<file path="src/rtl/mio_bus_responder.sv">
// ---------------------------------------------------------------------------
// mio_bus_responder
//   Far-end responder for the CPU memory/IO (MIO) bus. A request is latched
//   in IDLE and decoded to the external data RAM or to one of the on-board
//   peripheral registers (7-segment, LED/switch IO, free-running cycle
//   counter). RAM accesses spend RAM_WAIT cycles in WAIT before the single
//   MIO_ready acknowledge; peripheral and unmapped accesses acknowledge on
//   the very next cycle.
//
// Ports
//   clk, rst      : rising-edge clock, synchronous active-high reset
//   CPU_MIO       : request strobe, held by the CPU until MIO_ready
//   mem_w         : 1 = write, 0 = read
//   addr_bus      : byte address (bits [1:0] ignored)
//   Cpu_data2bus  : write data from the CPU
//   Cpu_data4bus  : read data back to the CPU, valid while MIO_ready=1
//   MIO_ready     : one-cycle acknowledge
//   bus_err       : sticky flag, set by any access to an unmapped address
//   ram_addr/ram_din/ram_we/ram_dout : synchronous RAM port
//   SW            : board switches, readable through the IO address
//   led_out       : LED register (IO write, low byte)
//   seg_out       : 7-segment display register
// ---------------------------------------------------------------------------
module mio_bus_responder #(
  parameter int RAM_WAIT   = 2,
  parameter int RAM_AWIDTH = 10
) (
  input  logic                  clk,
  input  logic                  rst,
  input  logic                  CPU_MIO,
  input  logic                  mem_w,
  input  logic [31:0]           addr_bus,
  input  logic [31:0]           Cpu_data2bus,
  output logic [31:0]           Cpu_data4bus,
  output logic                  MIO_ready,
  output logic                  bus_err,
  output logic [RAM_AWIDTH-1:0] ram_addr,
  output logic [31:0]           ram_din,
  output logic                  ram_we,
  input  logic [31:0]           ram_dout,
  input  logic [15:0]           SW,
  output logic [7:0]            led_out,
  output logic [31:0]           seg_out
);

  typedef enum logic [1:0] {
    S_IDLE,
    S_WAIT,
    S_ACK
  } state_t;

  state_t                r_state;
  state_t                w_nextState;
  logic [3:0]            r_waitCnt;
  logic                  r_write;
  logic [RAM_AWIDTH-1:0] r_ramAddr;
  logic [31:0]           r_ramDin;
  logic [31:0]           r_rdata;
  logic                  r_busErr;
  logic [7:0]            r_led;
  logic [31:0]           r_seg;
  logic [31:0]           r_cycleCnt;

  logic                  w_accept;
  logic                  w_ramDone;
  logic                  w_hitRam;
  logic                  w_hitSeg;
  logic                  w_hitIo;
  logic                  w_hitCnt;
  logic                  w_hitNone;
  logic [31:0]           w_periphRead;
  logic                  w_unused;

  // Byte-lane bits are meaningless on this word-only bus.
  assign w_unused = ^addr_bus[1:0];

  // Address decode on the word address; RAM occupies the bottom 4 KiB.
  assign w_hitRam  = (addr_bus[31:12] == 20'h0_0000);
  assign w_hitSeg  = (addr_bus[31:2] == 30'h3800_0000);
  assign w_hitIo   = (addr_bus[31:2] == 30'h3C00_0000);
  assign w_hitCnt  = (addr_bus[31:2] == 30'h3C00_0001);
  assign w_hitNone = !(w_hitRam || w_hitSeg || w_hitIo || w_hitCnt);

  // Read data for the non-RAM targets; unmapped reads return zero.
  always_comb begin
    w_periphRead = 32'h0;
    if (w_hitSeg)      w_periphRead = r_seg;
    else if (w_hitIo)  w_periphRead = {16'h0, SW};
    else if (w_hitCnt) w_periphRead = r_cycleCnt;
  end

  // State register.
  always_ff @(posedge clk) begin
    if (rst) r_state <= S_IDLE;
    else     r_state <= w_nextState;
  end

  // Next-state logic. A request is only accepted from IDLE, so a strobe
  // still held high during ACK cannot start a second transaction.
  always_comb begin
    w_nextState = r_state;
    w_accept    = 1'b0;
    w_ramDone   = 1'b0;
    case (r_state)
      S_IDLE: begin
        if (CPU_MIO) begin
          w_accept    = 1'b1;
          w_nextState = w_hitRam ? S_WAIT : S_ACK;
        end
      end
      S_WAIT: begin
        if (r_waitCnt == 4'd0) begin
          w_ramDone   = 1'b1;
          w_nextState = S_ACK;
        end
      end
      S_ACK:   w_nextState = S_IDLE;
      default: w_nextState = S_IDLE;
    endcase
  end

  // Transaction datapath: latches the request on acceptance, performs the
  // peripheral side effects on that same edge, and captures RAM read data
  // on the last wait cycle.
  always_ff @(posedge clk) begin
    if (rst) begin
      r_waitCnt <= 4'd0;
      r_write   <= 1'b0;
      r_ramAddr <= '0;
      r_ramDin  <= 32'h0;
      r_rdata   <= 32'h0;
      r_busErr  <= 1'b0;
      r_led     <= 8'h0;
      r_seg     <= 32'h0;
    end else begin
      if (w_accept) begin
        r_write <= mem_w;
        if (w_hitRam) begin
          r_ramAddr <= addr_bus[RAM_AWIDTH+1:2];
          r_ramDin  <= Cpu_data2bus;
          r_waitCnt <= 4'(RAM_WAIT - 1);
        end
        if (w_hitNone) r_busErr <= 1'b1;
        if (mem_w) begin
          if (w_hitSeg) r_seg <= Cpu_data2bus;
          if (w_hitIo)  r_led <= Cpu_data2bus[7:0];
        end else if (!w_hitRam) begin
          r_rdata <= w_periphRead;
        end
      end
      if (r_state == S_WAIT && r_waitCnt != 4'd0) r_waitCnt <= r_waitCnt - 4'd1;
      if (w_ramDone && !r_write) r_rdata <= ram_dout;
    end
  end

  // Free-running cycle counter, wraps naturally at 32 bits.
  always_ff @(posedge clk) begin
    if (rst) r_cycleCnt <= 32'h0;
    else     r_cycleCnt <= r_cycleCnt + 32'd1;
  end

  // The write strobe is gated by rst so an aborted write never lands.
  assign ram_we       = w_ramDone && r_write && !rst;
  assign MIO_ready    = (r_state == S_ACK);
  assign ram_addr     = r_ramAddr;
  assign ram_din      = r_ramDin;
  assign Cpu_data4bus = r_rdata;
  assign bus_err      = r_busErr;
  assign led_out      = r_led;
  assign seg_out      = r_seg;

endmodule

</file>
<file path="config.mk">
export PLATFORM = sky130hd
export DESIGN_NAME = mio_bus_responder
export DESIGN_NICKNAME = d
export VERILOG_FILES = /design/src/rtl/mio_bus_responder.sv
export SDC_FILE = /design/constraint.sdc
export NUM_CORES = 1
export LEC_CHECK = 0
export BUFFER_PORTS_ARGS = -buffer_cell sky130_fd_sc_hd__buf_4
export CAP_MARGIN = 40
export CORE_MARGIN = 2
export CORE_UTILIZATION = 30
export CTS_CLUSTER_SIZE = 28
export DETAILED_ROUTE_END_ITERATION = 8
export PLACE_DENSITY_LB_ADDON = 0.05
export SYNTH_ARGS = -nofsm -noshare
export SYNTH_HDL_FRONTEND = slang
export SYNTH_SLANG_ARGS = --single-unit
</file>
<file path="constraint.sdc">
create_clock -name clk -period 4.3 [get_ports clk]
set_clock_uncertainty 0.15 [all_clocks]
set_input_delay 0.86 -clock clk [delete_from_list [all_inputs] [get_ports clk]]
set_output_delay 0.86 -clock clk [all_outputs]
set_load 0.005 [all_outputs]
</file>
* Word-level counts from Yosys, hierarchy flattened
Cells that the tools add are included.
** Word-level totals
- Output and inout bits :: 117
- Bits of input ports :: 116
- Logic and storage cells :: 63
- Register bits after elaboration :: 154
** Operators by class
- Muxes and demuxes :: 18
- Eq/ne operators :: 9
- Bitwise gates (word level) :: 1
- Reduce and logical (&&, ||, !) cells :: 23
- Add/subtract/negate cells :: 2
** Operator list (number)
- 32-bit two-way mux :: 7
- 30-bit == test (second input constant) :: 3
- 32-bit by 1-bit adder with 32-bit output (second input constant) :: 1
- 20-bit zero test :: 1
- 4-bit two-way mux :: 3
- 3-bit AND reduction :: 3
- 2-bit AND reduction :: 4
- 2-bit two-way mux :: 3
- 2-bit nonzero test :: 3
- 1-bit logical AND :: 4
- 4-bit zero test :: 1
- 1-bit two-way mux :: 4
- 2-bit by 1-bit != test with 1-bit output (second input constant) :: 2
- 2-bit != test (second input constant) :: 2
- 2-bit one-hot mux with 2 select lines :: 1
- 4-bit nonzero test :: 1
- 4-bit by 1-bit subtractor with 4-bit output (second input constant) :: 1
- 1-bit logical OR :: 3
- 2-bit by 1-bit == test with 1-bit output (second input constant) :: 1
- 2-bit == test (second input constant) :: 1
- 1-bit zero test :: 2
- 2-bit zero test :: 1
- 1-bit inverter :: 1

* Longest topological paths before layout
- Word-level depth :: 8
- Mapped depth :: 10
- Depth with buffers taken out :: 7

* Least setup slack after synthesis
Ideal clock, no wire load.
- Path type :: input-to-reg
- Start :: input addr_bus[23]
- End :: register r_rdata[11], in the netlist Cpu_data4bus[11]
- Path slack :: 1.607 ns
- Buffers on the path :: 1
- Library setup time :: 0.087 ns
- Stages on the path :: 6
- Data required time :: 4.063 ns
- Arrival time :: 2.456 ns
- Cell sequence :: or4_4 -> nor4_4 -> buf_6 -> o2bb2ai_2 -> nand2_1 -> a221oi_2
** On the way
- Longest elaborated chain between the ends :: 8
- Elaborated cells on any way between the ends :: 13
- Those cells by class :: eq/ne: 4; mux: 7; reduce/logical: 2
** RTL lines
- start, declared :: line 32 : input logic [31:0] addr_bus,
- 30-bit == test :: line 81 : assign w_hitCnt = (addr_bus[31:2] == 30'h3C00_0001);
- 32-bit two-way mux :: line 89 : else if (w_hitCnt) w_periphRead = r_cycleCnt;
- 32-bit two-way mux :: line 88 : else if (w_hitIo) w_periphRead = {16'h0, SW};
- 32-bit two-way mux :: line 87 : if (w_hitSeg) w_periphRead = r_seg;
- 32-bit two-way mux :: line 147 : end else if (!w_hitRam) begin
- 32-bit two-way mux :: line 144 : if (mem_w) begin
- 32-bit two-way mux :: line 136 : if (w_accept) begin
- 32-bit two-way mux :: line 152 : if (w_ramDone && !r_write) r_rdata <= ram_dout;
- end signal, assigned :: line 148 : r_rdata <= w_periphRead;
- end signal, assigned :: line 152
- end, declared :: line 58 : logic [31:0] r_rdata;
Several ways; a longest one is shown, not always the timed one. The select of a mux whose other input is x is not followed.
A chain may end at the register's enable or synchronous reset.

* Worst setup path after layout
- Start :: register r_waitCnt[0]
- End :: output ram_we
** On the way
- Longest elaborated chain between the ends :: 5
** RTL lines
- start, declared :: line 54 : logic [3:0] r_waitCnt;
- start signal, assigned :: line 141 : r_waitCnt <= 4'(RAM_WAIT - 1);
- start signal, assigned :: line 151 : if (r_state == S_WAIT && r_waitCnt != 4'd0) r_waitCnt <= r_waitCnt - 4'd1;
- 4-bit zero test :: line 112 : if (r_waitCnt == 4'd0) begin
- 1-bit two-way mux :: line 112
- 1-bit two-way mux :: line 104 : case (r_state)
- 1-bit logical AND (2 in series) :: line 163 : assign ram_we = w_ramDone && r_write && !rst;
- end, declared :: line 39 : output logic ram_we,
Every way passes these cells.

==> impl_metrics.yaml <==
status:
  outcome: "finished, final reports clean"
worst_setup_path:
  crit_path_end_kind: "primary output"
  crit_arrival_ns: 2.00
  cp-start-kind: "flop"
  crit_required_ns: 3.29
  crit_type: "flop to primary output"
  crit_fanout: 5
route:
  ant_nets: 0
  dr_total_vias: 6217
  avgRoutedWirePerCell_um: 16.9
  drc_errors: 0
  finalWirelength_um: 21800
  vias_per_cell: 4.83
  firstDrtPassIters: 5
  drt_iter0_markers: 298
flow_run:
  maxCapViolations: 0
logic_synthesis:
  ys_ff_latch: 154
  synth_top_cells_by_area: "dfxtp_1, mux2i_1, nand2_1"
  synth.yosys.seq_area_share_pct: 44.5
  async_flop_share_pct: 0
  synth_edf_count: 0
  synth_common_cells: "dfxtp_1, nand2_1, nor2_1, mux2i_1, a21oi_1"
  synth_flop_cell: "dfxtp_1"
  synth_cell_types: 49
  syn-cell-area_mm2: 0.00692
  postSynthAreaPerCell_um2: 8.83
  syn_inst: 784
  syn-num-nets: 902
  synthMostInstantiatedCell: "dfxtp_1"
  yosys_warnings: 0
  synth.top_cell.area_share_pct: 44.5
  yosysTopAreaCell: "dfxtp_1"
clock_network:
  max-clock-path-buffers: 2
  htreeDepth: 4
  cts_buffers: 17
  clock_sinks: 154
  cts_setup_buffers: 0
  cts-root-buf: "clkbuf_16"
  worstSkewPairLatency_ns: 0.42
  clk_pin_slew_ns: 0.07
  cts_tree: "built"
  postCtsHoldBufs: 0
  cts-resized-gates: 0
floorplanning:
  die-area_mm2: 0.0243
  rows: 55
  core_area_mm2: 0.0226
  die_h_um: 156
  io_pins: 233
  dieWidth_um: 156
  start_util_pct: 30.6
grt:
  grt_antenna_before_repair: 0
  grt_max_degree: 86
  grt_pass1_wl_um: 33900
  grt_use_total_pct: 17.8
  grt-ovfl-total: 0
  grt_pass1_vias: 6097
layout:
  multiInputGateArea_mm2: 0.00344
  num-fill-cells: 2309
  diodes: 0
  nets: 1108
  syn2layout_area_growth_pct: 36.4
  regArea_mm2: 0.00308
  drive_above_1_share_pct: 31.7
place:
  port-buffer-count: 230
  place_hpwl_um: 15900
  finalWeightedCongestion: 0.764
sta:
  min_period_ns: 3.01
  slew_headroom_pct: 53.3
  whs_ns: 0.308
  fmax_mhz: 332
  hold_viol_final: 0
  finalSetupViolCount: 0
  tightest_slew_ns: 0.700
  rsz0062_at_grt: "no"
  tns_ns: 0
  min_period_over_period_pct: 70.1
  final-max-slew-violation-count: 0
power_and_ir_drop:
  p_leak_nw: 3.99
  ir_drop_v: 0.000217
  powerDensity_mw_per_mm2: 345
min_path:
  min_path_type: "flop to flop"
[worst max-delay path, stage by stage, from the launching register on]
cell	delay, ns
dfxtp_1	0.35
inv_1	0.07
ha_1	0.18
or3b_4	0.40
nor4b_1	0.41
buf_4	0.19
[flip-flops by register name, indices dropped and copies added (netlist names)]
register,cells
led_out,8
r_write,1
r_waitCnt,4
seg_out,32
r_cycleCnt,32
r_state,2
Cpu_data4bus,32
ram_addr,10
ram_din,32
bus_err,1
[layout by cell type, fill, tap and decap left out, drive strengths merged, types with 5 or more instances in the layout]
cell type  netlist  routed
nand3           11      11
clkbuf          34      18
dfxtp          154     154
and4             7       7
xor2             8       8
xnor2           20      20
mux2i           52      52
o2bb2ai         12      12
nor4            17      17
nand4           10      10
nand2          128     128
o21ai           31      31
inv             34      43
nor2            91      91
a221oi          28      28
a21oi           49      49
nor3             8       8
and3             7       7
a22o            16      16
buf             21     242
and2             5       5
[stage by stage]
stage | instance area [um2] | util, % | power [mW] | worst slack, ns | instances
after floorplan | 6920 | - | 1.59 | 1.61 | 784
after global placement | 8820 | 39.0 | 1.74 | 1.11 | 1255
after detailed placement | 8840 | 39.0 | 1.74 | 1.12 | 1256
after CTS | 9440 | 41.7 | 3.32 | 1.27 | 1288
after global routing | 9440 | 41.7 | 3.40 | 1.18 | 1288
final | 9440 | 41.7 | 3.26 | 1.29 | 1288
[power breakdown]
group	internal (mW)	total, mW	switching, mW
clock network	0.884	1.56	0.673
logic	0.131	0.240	0.109
registers	1.45	1.46	0.0143
total	2.46	3.26	0.796
[path summary, 6_finish.rpt]
check	from	endpoint	slack [ns]	cells past startpoint
setup / recovery	r_waitCnt[0]	ram_we	1.29	5
hold / removal	ram_din[15]	ram_din[15]	0.31	2
setup reg to reg	r_waitCnt[0]	Cpu_data4bus[3]	1.75	9
hold reg to reg	ram_din[15]	ram_din[15]	0.31	2
[layout make-up]
type	count	share of cell area, %
Sequential cell	154	32.6
Clock inverter	14	1.86
Inverter	34	1.35
Clock buffer	18	4.54
Multi-Input combinational cell	541	36.4
Timing Repair Buffer	242	19.4
Tap cell	285	3.78
[layer usage]
layer  up-vias  global-route usage [%]  routed length, um
met1      2889                    24.0              10300
met4         0                    3.67                189
met3         9                    4.75               1220
met2       166                    28.8              10100
met5         -                       0                  0
li1       3153                       -                  -
[logic make-up after synthesis]
logic type | count (synthesis) | synth area share, %
adder cells (fa/ha/maj) | 2 | 0.361
AND/OR/NAND/NOR | 305 | 20.6
buffers and inverters | 89 | 5.89
flip-flops | 154 | 44.5
multiplexers | 56 | 8.17
XOR/XNOR | 28 | 3.54
AO/OA/AOI/OAI | 150 | 16.9
Power figures use the tool's default switching activity.
